## config.mk

```make
export PLATFORM = sky130hd
export DESIGN_NAME = reorder_buffer
export DESIGN_NICKNAME = d
export VERILOG_FILES = /design/src/rtl/reorder_buffer.sv
export SDC_FILE = /design/constraint.sdc
export NUM_CORES = 1
export LEC_CHECK = 0
export CORE_MARGIN = 5
export CORE_UTILIZATION = 45
export DETAILED_ROUTE_END_ITERATION = 8
export PLACE_DENSITY = 0.71
export RECOVER_POWER = 50
export SLEW_MARGIN = 5
export SYNTH_ARGS = -nofsm -noshare
export SYNTH_HDL_FRONTEND = slang
export SYNTH_SLANG_ARGS = --single-unit
export TNS_END_PERCENT = 1
```

## constraint.sdc

```tcl
create_clock -name clk_in -period 7.6 [get_ports clk_in]
set_clock_uncertainty 0.2 [all_clocks]
set_input_delay 1.14 -clock clk_in [delete_from_list [all_inputs] [get_ports clk_in]]
set_output_delay 1.14 -clock clk_in [all_outputs]
set_load 0.02 [all_outputs]
```

## src/rtl/reorder_buffer.sv

```systemverilog
// Circular reorder buffer that retires one entry per cycle in order and flushes on a branch mispredict.
// Define ROB_WB_FORWARD_EN to let query ports see a same-cycle writeback; without it, queries read stored state only.
module reorder_buffer #(
    parameter int ROB_SIZE_BIT = 3
) (
    input  logic                    clk_in,
    input  logic                    rst_in,
    input  logic                    rdy_in,

    input  logic                    issue_valid,
    input  logic [1:0]              issue_type,
    input  logic [4:0]              issue_rd,
    input  logic                    issue_ready,
    input  logic [31:0]             issue_val,
    input  logic                    issue_pred_taken,
    input  logic [31:0]             issue_alt_pc,

    output logic                    full,
    output logic                    empty,
    output logic [ROB_SIZE_BIT-1:0] issue_tag,

    input  logic                    wb_valid,
    input  logic [ROB_SIZE_BIT-1:0] wb_tag,
    input  logic [31:0]             wb_val,
    input  logic                    wb_taken,

    input  logic [ROB_SIZE_BIT-1:0] qry_tag1,
    output logic                    qry_ready1,
    output logic [31:0]             qry_val1,
    input  logic [ROB_SIZE_BIT-1:0] qry_tag2,
    output logic                    qry_ready2,
    output logic [31:0]             qry_val2,

    output logic [4:0]              rob_set_idx,
    output logic [31:0]             rob_set_reg_val,
    output logic [ROB_SIZE_BIT-1:0] rob_set_recorder,

    output logic                    rob_clear,
    output logic [31:0]             clear_pc,

    output logic                    commit_store,
    output logic [ROB_SIZE_BIT-1:0] commit_tag
);

    localparam int DEPTH = 1 << ROB_SIZE_BIT;

    typedef enum logic [1:0] {
        TYPE_REG    = 2'b00,
        TYPE_BRANCH = 2'b01,
        TYPE_STORE  = 2'b10,
        TYPE_RSVD   = 2'b11
    } rob_type_e;

    typedef struct packed {
        logic        valid;
        logic        ready;
        rob_type_e   kind;
        logic [4:0]  rd;
        logic [31:0] val;
        logic        pred_taken;
        logic        taken;
        logic [31:0] alt_pc;
    } rob_entry_t;

    rob_entry_t                r_entry [DEPTH];
    logic [ROB_SIZE_BIT-1:0]   r_head;
    logic [ROB_SIZE_BIT-1:0]   r_tail;
    logic [ROB_SIZE_BIT:0]     r_count;

    logic [4:0]                r_set_idx;
    logic [31:0]               r_set_reg_val;
    logic [ROB_SIZE_BIT-1:0]   r_set_recorder;
    logic                      r_rob_clear;
    logic [31:0]               r_clear_pc;
    logic                      r_commit_store;
    logic [ROB_SIZE_BIT-1:0]   r_commit_tag;

    rob_entry_t                w_head_entry;
    logic                      w_full;
    logic                      w_commit;
    logic                      w_mispredict;
    logic                      w_issue_acc;
    logic                      w_wb_acc;

    // Commit looks only at the stored ready bit, so a writeback to the head retires one cycle later.
    assign w_head_entry = r_entry[r_head];
    assign w_full       = (r_count == (ROB_SIZE_BIT+1)'(DEPTH));
    assign w_commit     = w_head_entry.valid && w_head_entry.ready;
    assign w_mispredict = w_commit && (w_head_entry.kind == TYPE_BRANCH) &&
                          (w_head_entry.taken != w_head_entry.pred_taken);
    assign w_issue_acc  = issue_valid && !w_full && !r_rob_clear && !w_mispredict;
    assign w_wb_acc     = wb_valid && !r_rob_clear && !w_mispredict && r_entry[wb_tag].valid;

    assign full             = w_full;
    assign empty            = (r_count == '0);
    assign issue_tag        = r_tail;
    assign rob_set_idx      = r_set_idx;
    assign rob_set_reg_val  = r_set_reg_val;
    assign rob_set_recorder = r_set_recorder;
    assign rob_clear        = r_rob_clear;
    assign clear_pc         = r_clear_pc;
    assign commit_store     = r_commit_store;
    assign commit_tag       = r_commit_tag;

    always_ff @(posedge clk_in) begin
        if (rst_in) begin
            // NOTE: the entry array is reset too, so nothing from before a reset can leak out through the query ports.
            for (int i = 0; i < DEPTH; i++) begin
                r_entry[i] <= '0;
            end
            r_head         <= '0;
            r_tail         <= '0;
            r_count        <= '0;
            r_set_idx      <= '0;
            r_set_reg_val  <= '0;
            r_set_recorder <= '0;
            r_rob_clear    <= 1'b0;
            r_clear_pc     <= '0;
            r_commit_store <= 1'b0;
            r_commit_tag   <= '0;
        end else if (rdy_in) begin
            r_set_idx      <= '0;
            r_set_reg_val  <= '0;
            r_set_recorder <= '0;
            r_rob_clear    <= 1'b0;
            r_clear_pc     <= '0;
            r_commit_store <= 1'b0;
            r_commit_tag   <= '0;

            if (w_mispredict) begin
                for (int i = 0; i < DEPTH; i++) begin
                    r_entry[i].valid <= 1'b0;
                    r_entry[i].ready <= 1'b0;
                end
                r_head      <= '0;
                r_tail      <= '0;
                r_count     <= '0;
                r_rob_clear <= 1'b1;
                r_clear_pc  <= w_head_entry.alt_pc;
            end else begin
                if (w_wb_acc) begin
                    r_entry[wb_tag].ready <= 1'b1;
                    r_entry[wb_tag].val   <= wb_val;
                    r_entry[wb_tag].taken <= wb_taken;
                end

                if (w_commit) begin
                    r_entry[r_head].valid <= 1'b0;
                    r_head                <= r_head + ROB_SIZE_BIT'(1);
                    case (w_head_entry.kind)
                        TYPE_BRANCH: ;
                        TYPE_STORE: begin
                            r_commit_store <= 1'b1;
                            r_commit_tag   <= r_head;
                        end
                        default: begin
                            r_set_idx      <= w_head_entry.rd;
                            r_set_reg_val  <= w_head_entry.val;
                            r_set_recorder <= r_head;
                        end
                    endcase
                end

                // The tail slot is invalid whenever an issue is accepted, so it never collides with the writeback above.
                if (w_issue_acc) begin
                    r_entry[r_tail] <= '{valid: 1'b1, ready: issue_ready, kind: rob_type_e'(issue_type),
                                         rd: issue_rd, val: issue_val, pred_taken: issue_pred_taken,
                                         taken: 1'b0, alt_pc: issue_alt_pc};
                    r_tail <= r_tail + ROB_SIZE_BIT'(1);
                end

                if (w_issue_acc && !w_commit) begin
                    r_count <= r_count + (ROB_SIZE_BIT+1)'(1);
                end else if (!w_issue_acc && w_commit) begin
                    r_count <= r_count - (ROB_SIZE_BIT+1)'(1);
                end
            end
        end
    end

    always_comb begin
        // NOTE: every output gets a value before any condition, so no latch can be inferred here.
        qry_ready1 = r_entry[qry_tag1].valid && r_entry[qry_tag1].ready;
        qry_val1   = qry_ready1 ? r_entry[qry_tag1].val : '0;
        qry_ready2 = r_entry[qry_tag2].valid && r_entry[qry_tag2].ready;
        qry_val2   = qry_ready2 ? r_entry[qry_tag2].val : '0;
`ifdef ROB_WB_FORWARD_EN
        if (wb_valid && (wb_tag == qry_tag1) && r_entry[qry_tag1].valid) begin
            qry_ready1 = 1'b1;
            qry_val1   = wb_val;
        end
        if (wb_valid && (wb_tag == qry_tag2) && r_entry[qry_tag2].valid) begin
            qry_ready2 = 1'b1;
            qry_val2   = wb_val;
        end
`endif
    end

endmodule

```

Word level (Yosys, flattened, before mapping)
Memory sizes are Yosys's and may differ from the RTL's. A register that Yosys moved wholly into a read port is not among the register bits.
Index checks and enable logic that the tools add are counted.
{"block": "word_totals", "reg_bits": 87, "latch_bits": 0, "mem_bits_rw": 600, "rom_bits": 0, "input_bits": 120, "output_inout_bits": 148, "mem_count": 1}
{"memory": "r_entry", "words": 8, "word_bits": 75, "rd": 4, "rd_ports_with_merged_regs": 1, "wr": 8, "line_no": "65", "text": "rob_entry_t r_entry [DEPTH];"}
{"block": "classes", "add_sub_neg": 4, "n_mul": 0, "div_mod_pow": 0, "magnitude_cmp": 0, "n_eq_ne": 4, "n_shift": 0, "n_mux": 73, "n_bitwise": 16, "n_reduce_logical": 29}
{"cell": "$mux W75", "n": 3}
{"cell": "$reduce_or A75 Y1", "n": 3}
{"cell": "$mux W32", "n": 6}
{"cell": "$mux W3", "n": 17}
{"cell": "$mux W1", "n": 40}
{"cell": "$mux W4", "n": 4}
{"cell": "$or A1 B1 Y1", "n": 16}
{"cell": "$mux W5", "n": 3}
{"cell": "$logic_and A1 B1 Y1", "n": 13}
{"cell": "$add A3 B1 Y3 const B", "n": 2}
{"cell": "$reduce_and A2 Y1", "n": 3}
{"cell": "$logic_not A1 Y1", "n": 5}
{"cell": "$add A4 B1 Y4 const B", "n": 1}
{"cell": "$eq A4 B4 Y1 const B", "n": 1}
{"cell": "$logic_not A4 Y1", "n": 1}
{"cell": "$reduce_bool A2 Y1", "n": 2}
{"cell": "$sub A4 B1 Y4 const B", "n": 1}
{"cell": "$reduce_bool A3 Y1", "n": 1}
{"cell": "$eq A2 B1 Y1 const B", "n": 1}
{"cell": "$eq A2 B2 Y1 const B", "n": 1}
{"cell": "$reduce_or A2 Y1", "n": 1}
{"cell": "$ne A1 B1 Y1", "n": 1}

Logic depth before layout (Yosys ltp)
Gate-level depths: netlist of run 1.
{"block": "logic_depth", "word_depth": 13, "ltp_mapped": 15, "depth_no_buf": 12}

Worst setup path before layout of run 1
OpenSTA, ideal clock, no wires.
{"block": "synth_timing", "path_kind": "reg2reg", "start": "register (tool-made name)", "end": "memory r_entry[4][34] (netlist name), enable pin", "setup_ps": 388, "arrival_time_ps": 6770, "setup_slack_ps": 242, "path_stages_with_launch": 15, "synth_period_minus_slack_ps": 7358, "cell_sequence": "dfxtp_1 -> buf_6 -> buf_6 -> clkbuf_1 -> buf_1 -> mux4_2 -> mux2i_1 -> inv_1 -> ha_1 -> clkbuf_1 -> and3_1 -> buf_6 -> buf_6 -> o21ai_0 -> a21o_1"}
{"element": "end, declared", "line_no": "65"}

==> results.py, run 1 <==
metrics = {
    "setup_path": {
        "rr_endpoint": "r_entry[3][73]$_DFF_P_",
        "largest_incremental_delay_on_the_critical_path_ps": 1900,
        "critical_path_arrival_ps": 6820,
        "cp_data_required_time_ps": 7910,
        "worstSetupPathType": "reg2reg",
        "crit_path_end_kind": "flip-flop",
        "cp.buffers_inverters": 3,
        "cell_type_of_the_slowest_stage_on_the_worst_timing_path": "sky130_fd_sc_hd__a31oi_1",
        "timing.critical_path.from_type": "flip-flop",
        "top_family_by_delay_on_critical_path": "buffers and inverters",
        "timing.reg2reg.worst_path_depth": 8,
        "critical_path.cell_chain": "buf_4 > mux4_2 > mux2i_4 > buf_4 > a31oi_1 > clkbuf_2 > nor2b_1 > a221o_1",
        "critical-path-top-cell-by-count": "sky130_fd_sc_hd__buf_4",
        "largest_fanout_on_the_critical_path": 60,
        "regToRegSetupSlack_ps": 1090,
    },
    "floorplanning": {
        "ios": 268,
        "initial_utilization_pct": 45.58,
        "core_mm2": 0.07772,
        "std_cell_rows": 102,
        "die_h_um": 290.6,
        "design.die.area_mm2": 0.08444,
        "die_w_um": 290.6,
    },
    "sta": {
        "totalNegativeSetupSlack_ps": 0,
        "slew_viol_final": 558,
        "clock.fmax_ghz": 0.1537,
        "count_of_final_setup_violators": 0,
        "hold_viol": 0,
        "min_period_ps": 6505,
        "worst_slew_pin_slew_ps": 3756,
        "rsz_0062_raised_after_global_routing": "no",
        "slew_headroom_pct": -151.6,
        "ratio_of_final_minimum_period_to_clock_period_pct": 85.59,
    },
    "drt": {
        "detail_route_antenna_nets": 0,
        "dr_wl_met3_um": 10620,
        "route.detailed.vias_per_inst": 6.299,
        "route.met2.wl_um": 52900,
        "m1WireLength_um": 38530,
        "drt-initial-drc-count": 2433,
        "wirelength_um": 106000,
        "average_wire_per_standard_cell_um": 28.19,
        "drtPass1Iterations": 6,
        "dr_total_vias": 23670,
        "top_metal_layer_carrying_routed_signals": "met5",
        "drc": 0,
    },
    "synth": {
        "synth-edff-count": 576,
        "synth.cells.most_frequent": "576 x sky130_fd_sc_hd__edfxtp_1, 321 x sky130_fd_sc_hd__and2_1, 280 x sky130_fd_sc_hd__mux4_2",
        "synth.largest_area_cell": "sky130_fd_sc_hd__edfxtp_1",
        "netlist_top_cells_area": "sky130_fd_sc_hd__edfxtp_1 49%, sky130_fd_sc_hd__mux4_2 18%, sky130_fd_sc_hd__dfxtp_1 6.4%",
        "async_reset_ff_share_pct": 0,
        "syn_nets": 2653,
        "ys.flop_type": "sky130_fd_sc_hd__edfxtp_1",
        "ys_types": 66,
        "seq_area_frac_synth_pct": 55.26,
        "post_synth_design_cell_area_mm2": 0.03543,
        "warnings_synthesis": 0,
        "synth_seq_cells": 690,
        "synthMostInstantiatedCell": "sky130_fd_sc_hd__edfxtp_1",
        "synth_top_area_share_pct": 48.82,
        "gate_count_after_technology_mapping": 2526,
        "synthesized_area_per_cell_um2": 14.03,
    },
    "clock_network": {
        "number_of_clock_sinks": 690,
        "hold_buffers": 0,
        "clk_transition_reported_paths_ps": 60,
        "htree_num_levels": 3,
        "ctsLongestPathBuffers": 3,
        "cts-root-buf": "sky130_fd_sc_hd__clkbuf_16",
        "cts_setup_buffers": 0,
        "numCtsBuffers": 76,
        "skew_pair_late_insertion_delay_ps": 630,
        "clock_tree_from_tritoncts": "built",
        "cts_repair_resize_count": 0,
    },
    "pwr": {
        "power_dissipated_by_switching_net_loads_mw": 2.030,
        "p_sw_share_pct": 23.45,
        "ir_worst_vdd_mv": 0.1829,
        "design_power_total_mw": 8.656,
        "power_per_cell_area_mw_per_mm2": 209.8,
        "comb_power_share_pct": 7.6,
        "clockPowerShare_pct": 42.9,
        "internal-power_mw": 6.626,
        "share_seq_of_total_power_pct": 49.5,
        "power.leakage_nw": 14.13,
    },
    "placed_design": {
        "number_of_buffers_added_on_ports": 267,
        "place.detailed.hpwl_um": 60970,
        "place_congestion": 0.8192,
    },
    "global_route": {
        "antenna_found_initial": 18,
        "grt_first_pass_wirelength_um": 156000,
        "track_usage_pct": 24.29,
        "first_global_vias": 24510,
        "pin_count_of_the_biggest_net_entering_global_routing": 76,
        "overflow": 0,
    },
    "cells_and_area": {
        "drive_gt1_share_pct": 18.06,
        "fillCellCount": 6252,
        "fin_nets": 2771,
        "area_growth_syn_to_fin_pct": 16.46,
    },
    "job": {
        "timing.max_cap.violations": 15,
    },
    "status": {
        "failing_checks": "capacitance limit, slew limit",
        "status": "complete, but fails checks",
    },
    "worst_hold_path": {
        "class_of_the_tightest_hold_or_removal_check": "reg2reg",
        "min_delay_path_depth": 2,
        "hold_start": "rob_set_reg_val[15]$_SDFFE_PP0P_",
        "end_point_of_the_worst_hold_path": "rob_set_reg_val[15]$_SDFFE_PP0P_",
    },
}
==> cells by family (layout without fill, tap and decap cells) <==
family / after synthesis / after routing / share of synthesized area (%)
flops: 690 / 690 / 55.26
simple gates: 686 / 686 / 10.36
mux: 424 / 424 / 21.89
compound gates: 421 / 421 / 8.646
buf+inv: 295 / 477 / 3.500
fa+ha+maj: 7 / 7 / 0.2684
xor+xnor: 3 / 3 / 0.07418
other cells: 0 / 10 / 0
==> worst max path at each step <==
stage               startpoint                        to  slack (ps)  cells after the start
global route         flip-flop    r_entry[3][73]$_DFF_P_         980                      9
CTS                  flip-flop  r_entry[3][58]$_DFFE_PP_        2120                      9
global placement     flip-flop  r_entry[3][36]$_DFFE_PP_        2220                      9
detailed placement      rst_in  r_entry[0][59]$_DFFE_PP_        2170                      7
finish               flip-flop    r_entry[3][73]$_DFF_P_        1090                      8
floorplan            flip-flop  r_entry[4][34]$_DFFE_PP_         240                     14
==> placed cells by master, fill, tap and decap left out, types with 4 or more instances in the layout <==
cell / instances
sky130_fd_sc_hd__o21ai_0: 135
sky130_fd_sc_hd__clkbuf_16: 76
sky130_fd_sc_hd__and2_0: 170
sky130_fd_sc_hd__inv_16: 5
sky130_fd_sc_hd__nand3_1: 42
sky130_fd_sc_hd__a22o_1: 200
sky130_fd_sc_hd__ha_1: 6
sky130_fd_sc_hd__mux4_2: 280
sky130_fd_sc_hd__clkinv_2: 15
sky130_fd_sc_hd__nand4_1: 5
sky130_fd_sc_hd__buf_4: 49
sky130_fd_sc_hd__or3_1: 6
sky130_fd_sc_hd__dfxtp_1: 111
sky130_fd_sc_hd__inv_1: 12
sky130_fd_sc_hd__o21ai_4: 7
sky130_fd_sc_hd__nor3_1: 4
sky130_fd_sc_hd__diode_2: 10
sky130_fd_sc_hd__a31o_2: 8
sky130_fd_sc_hd__nand2b_1: 4
sky130_fd_sc_hd__mux2_2: 5
sky130_fd_sc_hd__nand3b_1: 8
sky130_fd_sc_hd__a21o_2: 5
sky130_fd_sc_hd__nand2_1: 188
sky130_fd_sc_hd__bufinv_16: 7
sky130_fd_sc_hd__clkbuf_1: 22
sky130_fd_sc_hd__a211o_1: 4
sky130_fd_sc_hd__a31oi_1: 11
sky130_fd_sc_hd__nor2_1: 78
sky130_fd_sc_hd__mux2i_1: 137
sky130_fd_sc_hd__a21oi_1: 20
sky130_fd_sc_hd__edfxtp_1: 576
sky130_fd_sc_hd__dlygate4sd3_1: 83
sky130_fd_sc_hd__clkinv_1: 18
sky130_fd_sc_hd__clkdlybuf4s50_1: 178
sky130_fd_sc_hd__and2_1: 151
==> metal layers <==
metal | up-vias | track usage (%)
met4 | 18 | 8.885
met3 | 245 | 5.494
li1 | 10010 | -
met2 | 1315 | 41.78
met1 | 12080 | 30.30
met5 | - | 0
==> tightest hold or removal path, delay by kind of cell, from the launching register on <==
kind               cells  cell delay (ps)
and+or+nand+nor        1               40
DFF                    1              320
AOI/OAI and AO/OA      1               50
==> final cells by class <==
type / count / area [um^2] / area share (%)
repair buffers: 323 / 3050 / 7.393
multi-input cells: 1541 / 14750 / 35.74
diodes: 10 / 25.02 / 0.06065
inverters: 12 / 45.04 / 0.1092
well taps: 1040 / 1301 / 3.154
clock buffers: 91 / 1968 / 4.770
clock inverters: 51 / 531.8 / 1.289
flip-flops and latches: 690 / 19590 / 47.48
==> stage by stage <==
stage          utilization, %  cells  instance area (um^2)  setup WS, ps  hold slack (ps)
2_1_floorplan               -   2526                 35430         242.1            241.8
3_3_place_gp            50.08   3606                 38920          2224            234.3
3_5_place_dp            50.08   3606                 38920          2168            241.0
4_1_cts                 53.30   3748                 41420          2121            253.8
5_1_grt                 53.06   3750                 41240         981.2            271.8
6_report                53.08   3758                 41260          1095            243.5
==> power groups by stage <==
stage / combinational (mW) / clock, mW / sequential (mW)
2_1_floorplan: 0.417 / 0 / 4.34
3_3_place_gp: 0.648 / 0 / 4.35
3_5_place_dp: 0.660 / 0 / 4.37
4_1_cts: 0.663 / 3.75 / 4.29
5_1_grt: 0.694 / 3.91 / 4.30
6_report: 0.656 / 3.71 / 4.29
==> state kept, by name, indices dropped and copies added, names as in the netlist, named ones only <==
signal,flops
rob_set_recorder,3
issue_tag,3
commit_store,1
rob_set_reg_val,32
commit_tag,3
r_entry,600
r_count,4
rob_set_idx,5
rob_clear,1
r_head,3
clear_pc,32
(Power assumes the default switching activity.)
==> run 2: changes to the inputs <==
CAP_MARGIN = 20   (was unset)
==> run 2 against run 1 <==
Net effect: the run still ends with capacitance limit, slew limit left; die area unchanged; global-route usage up 0.12 points; final area up 0.72%; clock-buffer cell count up 1; sequential share of layout area down 0.34 points; critical endpoint is now r_entry[1][48]$_DFFE_PP_; largest power group unchanged.
==> results.py, run 2 (synthesis gave the netlist of run 1 again) <==
metrics = {
    "setup_path": {
        "worstSetupPathType": "reg2reg",
        "critical_path_arrival_ps": 6270,
        "rr_endpoint": "r_entry[1][48]$_DFFE_PP_",
        "largest_incremental_delay_on_the_critical_path_ps": 1400,
        "regToRegSetupSlack_ps": 1360,
        "crit_path_end_kind": "flip-flop",
        "timing.critical_path.from_type": "flip-flop",
        "largest_fanout_on_the_critical_path": 41,
        "critical-path-top-cell-by-count": "sky130_fd_sc_hd__buf_4",
        "cp_data_required_time_ps": 7620,
        "timing.reg2reg.worst_path_depth": 8,
        "cp.buffers_inverters": 3,
        "cell_type_of_the_slowest_stage_on_the_worst_timing_path": "sky130_fd_sc_hd__and3_1",
        "critical_path.cell_chain": "buf_4 > mux4_2 > mux2i_4 > clkbuf_1 > and3_1 > o21ai_0 > buf_4 > a21o_2",
        "top_family_by_delay_on_critical_path": "buffers and inverters",
    },
    "worst_hold_path": {
        "class_of_the_tightest_hold_or_removal_check": "reg2reg",
        "hold_start": "rob_set_reg_val[9]$_SDFFE_PP0P_",
        "min_delay_path_depth": 2,
        "end_point_of_the_worst_hold_path": "rob_set_reg_val[9]$_SDFFE_PP0P_",
    },
    "drt": {
        "average_wire_per_standard_cell_um": 28.23,
        "drc": 0,
        "wirelength_um": 106200,
        "drtPass1Iterations": 7,
        "route.detailed.vias_per_inst": 6.323,
        "drt-initial-drc-count": 2594,
        "dr_total_vias": 23780,
        "detail_route_antenna_nets": 0,
    },
    "floorplanning": {
        "core_mm2": 0.07772,
        "ios": 268,
        "die_h_um": 290.6,
        "std_cell_rows": 102,
        "design.die.area_mm2": 0.08444,
        "die_w_um": 290.6,
        "initial_utilization_pct": 45.58,
    },
    "clock_network": {
        "cts-root-buf": "sky130_fd_sc_hd__clkbuf_16",
        "clock_tree_from_tritoncts": "built",
        "hold_buffers": 0,
        "clk_transition_reported_paths_ps": 60,
        "number_of_clock_sinks": 690,
        "skew_pair_late_insertion_delay_ps": 650,
        "cts_setup_buffers": 0,
        "cts_repair_resize_count": 0,
        "numCtsBuffers": 76,
        "ctsLongestPathBuffers": 3,
        "htree_num_levels": 3,
    },
    "cells_and_area": {
        "final_core_utilization_pct": 53.47,
        "largest_register_ff_count": 600,
        "fillCellCount": 6252,
        "largest_register": "r_entry",
        "layout_commonest_cell": "sky130_fd_sc_hd__edfxtp_1",
        "area_occupied_by_multi_input_gates_mm2": 0.01472,
        "area_growth_syn_to_fin_pct": 17.29,
        "area.sequential_mm2": 0.01959,
        "drive_gt1_share_pct": 18.44,
        "fin_nets": 2775,
        "highest_count_cells_in_the_layout_ignoring_fill_and_taps": "576 x sky130_fd_sc_hd__edfxtp_1, 280 x sky130_fd_sc_hd__mux4_2, 200 x sky130_fd_sc_hd__a22o_1",
    },
    "sta": {
        "hold_viol": 0,
        "slew_headroom_pct": -117.9,
        "min_period_ps": 6244,
        "ratio_of_final_minimum_period_to_clock_period_pct": 82.15,
        "worst_slew_pin_slew_ps": 3269,
        "setup_ws_ps": 1356,
        "hold_slack_ps": 244.3,
        "rsz_0062_raised_after_global_routing": "no",
        "count_of_final_setup_violators": 0,
        "slew_viol_final": 504,
        "totalNegativeSetupSlack_ps": 0,
        "clock.fmax_ghz": 0.1602,
    },
    "global_route": {
        "first_global_vias": 24700,
        "antenna_found_initial": 16,
        "grt_first_pass_wirelength_um": 156900,
        "track_usage_pct": 24.41,
        "pin_count_of_the_biggest_net_entering_global_routing": 76,
        "overflow": 0,
    },
    "placed_design": {
        "place.detailed.hpwl_um": 61320,
        "setup_slack_at_placement_ps": 2162,
        "place_congestion": 0.8192,
        "number_of_buffers_added_on_ports": 267,
    },
    "job": {
        "timing.max_cap.violations": 15,
    },
    "pwr": {
        "power_per_cell_area_mw_per_mm2": 217.5,
        "power.leakage_nw": 14.27,
        "ir_worst_vdd_mv": 0.1651,
    },
    "status": {
        "status": "complete, but fails checks",
        "failing_checks": "capacitance limit, slew limit",
    },
}
run 2: changes by cell type in the layout (fill, tap and decap cells not counted), moves of 3 or more:
cell and change:
sky130_fd_sc_hd__and2_0 +4, sky130_fd_sc_hd__and2_1 -4, sky130_fd_sc_hd__bufinv_16 +9, sky130_fd_sc_hd__clkbuf_8 +4
sky130_fd_sc_hd__clkinv_1 -11, sky130_fd_sc_hd__clkinv_2 -5, sky130_fd_sc_hd__inv_6 +3
run 2: stage by stage:
stage	total power [mW]	area [um^2]	cells
after floorplan	4.762	35430	2526
after detailed placement	5.028	38960	3608
final	9.039	41550	3760
after global placement	5.001	38920	3606
after global routing	9.295	41540	3754
after CTS	9.099	41770	3750
run 2: worst max-delay path by stage:
| stage | from | endpoint | cells past startpoint |
|---|---|---|---|
| detailed placement | rst_in | r_entry[0][60]$_DFFE_PP_ | 7 |
| CTS | flip-flop | r_entry[3][53]$_DFFE_PP_ | 9 |
| finish | flip-flop | r_entry[1][48]$_DFFE_PP_ | 8 |
| global route | flip-flop | r_entry[1][59]$_DFFE_PP_ | 8 |
| global placement | flip-flop | r_entry[3][36]$_DFFE_PP_ | 9 |
| floorplan | flip-flop | r_entry[4][34]$_DFFE_PP_ | 14 |
run 2: worst register-to-register path, cell delays in order (launching register included):
cell,delay (ps)
sky130_fd_sc_hd__dfxtp_4,740
sky130_fd_sc_hd__buf_4,550
sky130_fd_sc_hd__mux4_2,630
sky130_fd_sc_hd__mux2i_4,140
sky130_fd_sc_hd__clkbuf_1,760
sky130_fd_sc_hd__and3_1,1400
sky130_fd_sc_hd__o21ai_0,310
sky130_fd_sc_hd__buf_4,430
sky130_fd_sc_hd__a21o_2,660
run 2: power breakdown:
group          switching [mW]  internal [mW]  leakage, nW
clock                    1.61           2.48         1.36
combinational           0.376          0.281         5.99
sequential             0.0674           4.22         6.92
total                    2.06           6.98         14.3
run 2: metal layers:
metal	GRT usage [%]	wire length, um
met1	30.24	39280
met5	0	149
met4	8.329	3406
met2	42.33	53410
met3	5.770	9905
run 2: final cells by class:
type,count,share of cell area (%)
sequential,690,47.14
inverter,12,0.1084
tap,1040,3.131
antenna,8,0.04818
clock buffer,92,4.842
multi-input combinational,1541,35.42
clock inverter,50,1.900
timing repair buffer,327,7.404
==> run 3: changes to the inputs <==
clock period = 5.63 ns   (was 7.6 ns; I/O delays follow)
==> run 3 against run 2 <==
Net effect: the run still ends with capacitance limit, slew limit left; cell count increased by 0.32%; global-route usage decreased by 0.10 points; wire length fell by 0.20%; first-iteration DRC count increased by 3.9%; non-clock buffer count is 12 higher; critical path type unchanged.
==> results.py, run 3 (synthesis gave the netlist of run 1 again) <==
metrics = {
    "setup_path": {
        "timing.reg2reg.worst_path_depth": 9,
        "crit_path_end_kind": "flip-flop",
        "timing.critical_path.to": "r_entry[7][73]$_DFF_P_",
        "cp_data_required_time_ps": 5930,
        "critical_path_arrival_ps": 5240,
        "rr_endpoint": "r_entry[7][73]$_DFF_P_",
        "worstSetupPathType": "reg2reg",
        "regToRegSetupSlack_ps": 690,
        "timing.critical_path.from_type": "flip-flop",
        "largest_fanout_on_the_critical_path": 76,
    },
    "placed_design": {
        "number_of_buffers_added_on_ports": 267,
        "place.detailed.hpwl_um": 62240,
        "setup_slack_at_placement_ps": 1058,
        "place_congestion": 0.8436,
    },
    "global_route": {
        "track_usage_pct": 24.31,
        "antenna_found_initial": 17,
        "overflow": 0,
        "pin_count_of_the_biggest_net_entering_global_routing": 77,
        "first_global_vias": 24630,
        "use_met1_pct": 30.16,
        "grt_first_pass_wirelength_um": 156600,
        "use_met2_pct": 41.90,
        "top_usage_layer": "met2",
        "grtUsageMet3_pct": 6.106,
    },
    "cells_and_area": {
        "largest_register_ff_count": 600,
        "fin_nets": 2785,
        "highest_count_cells_in_the_layout_ignoring_fill_and_taps": "576 x sky130_fd_sc_hd__edfxtp_1, 280 x sky130_fd_sc_hd__mux4_2, 235 x sky130_fd_sc_hd__and2_1",
        "area_growth_syn_to_fin_pct": 16.72,
        "largest_register": "r_entry",
        "final_core_utilization_pct": 53.21,
        "drive_gt1_share_pct": 18.75,
        "layout_commonest_cell": "sky130_fd_sc_hd__edfxtp_1",
    },
    "clock_network": {
        "hold_buffers": 0,
        "cts_setup_buffers": 0,
        "ctsLongestPathBuffers": 3,
        "skew_pair_late_insertion_delay_ps": 620,
        "clk_transition_reported_paths_ps": 60,
        "number_of_clock_sinks": 690,
        "htree_num_levels": 3,
        "cts-root-buf": "sky130_fd_sc_hd__clkbuf_16",
        "numCtsBuffers": 74,
        "cts_repair_resize_count": 0,
        "clock_tree_from_tritoncts": "built",
    },
    "drt": {
        "drc": 0,
        "wirelength_um": 105900,
        "dr_total_vias": 23690,
        "drt-initial-drc-count": 2694,
        "average_wire_per_standard_cell_um": 28.09,
        "route.detailed.vias_per_inst": 6.280,
        "detail_route_antenna_nets": 0,
        "drtPass1Iterations": 6,
    },
    "status": {
        "status": "complete, but fails checks",
        "failing_checks": "capacitance limit, slew limit",
    },
    "floorplanning": {
        "die_w_um": 290.6,
        "core_mm2": 0.07772,
        "ios": 268,
        "die_h_um": 290.6,
        "std_cell_rows": 102,
        "initial_utilization_pct": 45.58,
        "design.die.area_mm2": 0.08444,
    },
    "sta": {
        "min_period_ps": 4945,
        "setup_ws_ps": 685.4,
        "slew_headroom_pct": -55.09,
        "ratio_of_final_minimum_period_to_clock_period_pct": 87.83,
        "hold_viol": 0,
        "clock.fmax_ghz": 0.2022,
        "count_of_final_setup_violators": 0,
        "rsz_0062_raised_after_global_routing": "no",
        "worst_slew_pin_slew_ps": 2326,
        "slew_viol_final": 263,
    },
    "pwr": {
        "ir_worst_vdd_mv": 0.2367,
        "power_per_cell_area_mw_per_mm2": 278.3,
        "power.leakage_nw": 14.36,
    },
    "job": {
        "timing.max_cap.violations": 5,
    },
    "worst_hold_path": {
        "min_delay_path_depth": 2,
        "class_of_the_tightest_hold_or_removal_check": "reg2reg",
    },
}
## run 3: cell count changes in the layout (fill, tap and decap cells not counted), sizes merged
cell / change
clkinvlp: -1
diode: +9
dlygate4sd3: +22
buf: +21
bufinv: -11
clkinv: +2
clkbuf: -2
clkdlybuf4s50: -22
inv: -6
## run 3: final cells by class
cell class                 count  area (um^2)
fill                        6317        36370
clock buffer                  99         2027
antenna                       17        42.54
clock inverter                34        345.3
tap                         1040         1301
timing repair buffer         339         3244
inverter                      12        45.04
sequential                   690        19590
multi-input combinational   1541        14760
## run 3: stage by stage
stage | power [mW] | setup TNS [ps] | instance area [um^2] | hold slack [ps] | std cells
floorplan | 6.424 | -68310 | 35440 | 241.8 | 2526
global placement | 6.752 | 0 | 39070 | 235.5 | 3620
detailed placement | 6.792 | 0 | 39090 | 243.4 | 3621
CTS | 11.58 | 0 | 41460 | 258.7 | 3754
global route | 11.84 | 0 | 41320 | 271.6 | 3758
finish | 11.51 | 0 | 41350 | 247.4 | 3772
## run 3: metal layers
layer  up-vias  routed length (um)
li1      10060                   -
met1     11930               37440
met2      1418               53370
met3       276               11570
met4        12                3487
met5         -                  70
## run 3: worst min path at each step
stage | end | slack (ps) | from
detailed placement | rob_set_idx[3]$_SDFFE_PP0P_ | 240 | rob_set_idx[3]$_SDFFE_PP0P_
global placement | rob_set_reg_val[25]$_SDFFE_PP0P_ | 240 | rob_set_reg_val[25]$_SDFFE_PP0P_
floorplan | r_entry[1][73]$_DFF_P_ | 240 | r_entry[1][73]$_DFF_P_
global route | rob_set_reg_val[15]$_SDFFE_PP0P_ | 270 | rob_set_reg_val[15]$_SDFFE_PP0P_
finish | rob_set_idx[3]$_SDFFE_PP0P_ | 250 | rob_set_idx[3]$_SDFFE_PP0P_
CTS | rob_set_idx[3]$_SDFFE_PP0P_ | 260 | rob_set_idx[3]$_SDFFE_PP0P_
## run 3: power by group
group          internal [mW]  switching, mW  total [mW]
Clock                   2.78           2.05        4.83
Sequential              5.70         0.0896        5.79
Combinational          0.391          0.503       0.894
## run 3: worst max-delay path, cell delays in order, from the launching register on
cell and delay, ps:
sky130_fd_sc_hd__dfxtp_4 600, sky130_fd_sc_hd__buf_4 470, sky130_fd_sc_hd__mux4_2 360, sky130_fd_sc_hd__mux2i_1 180, sky130_fd_sc_hd__xor2_1 160, sky130_fd_sc_hd__buf_4 250, sky130_fd_sc_hd__a31oi_1 390, sky130_fd_sc_hd__buf_2 1640
sky130_fd_sc_hd__and3b_1 310, sky130_fd_sc_hd__a211o_1 220
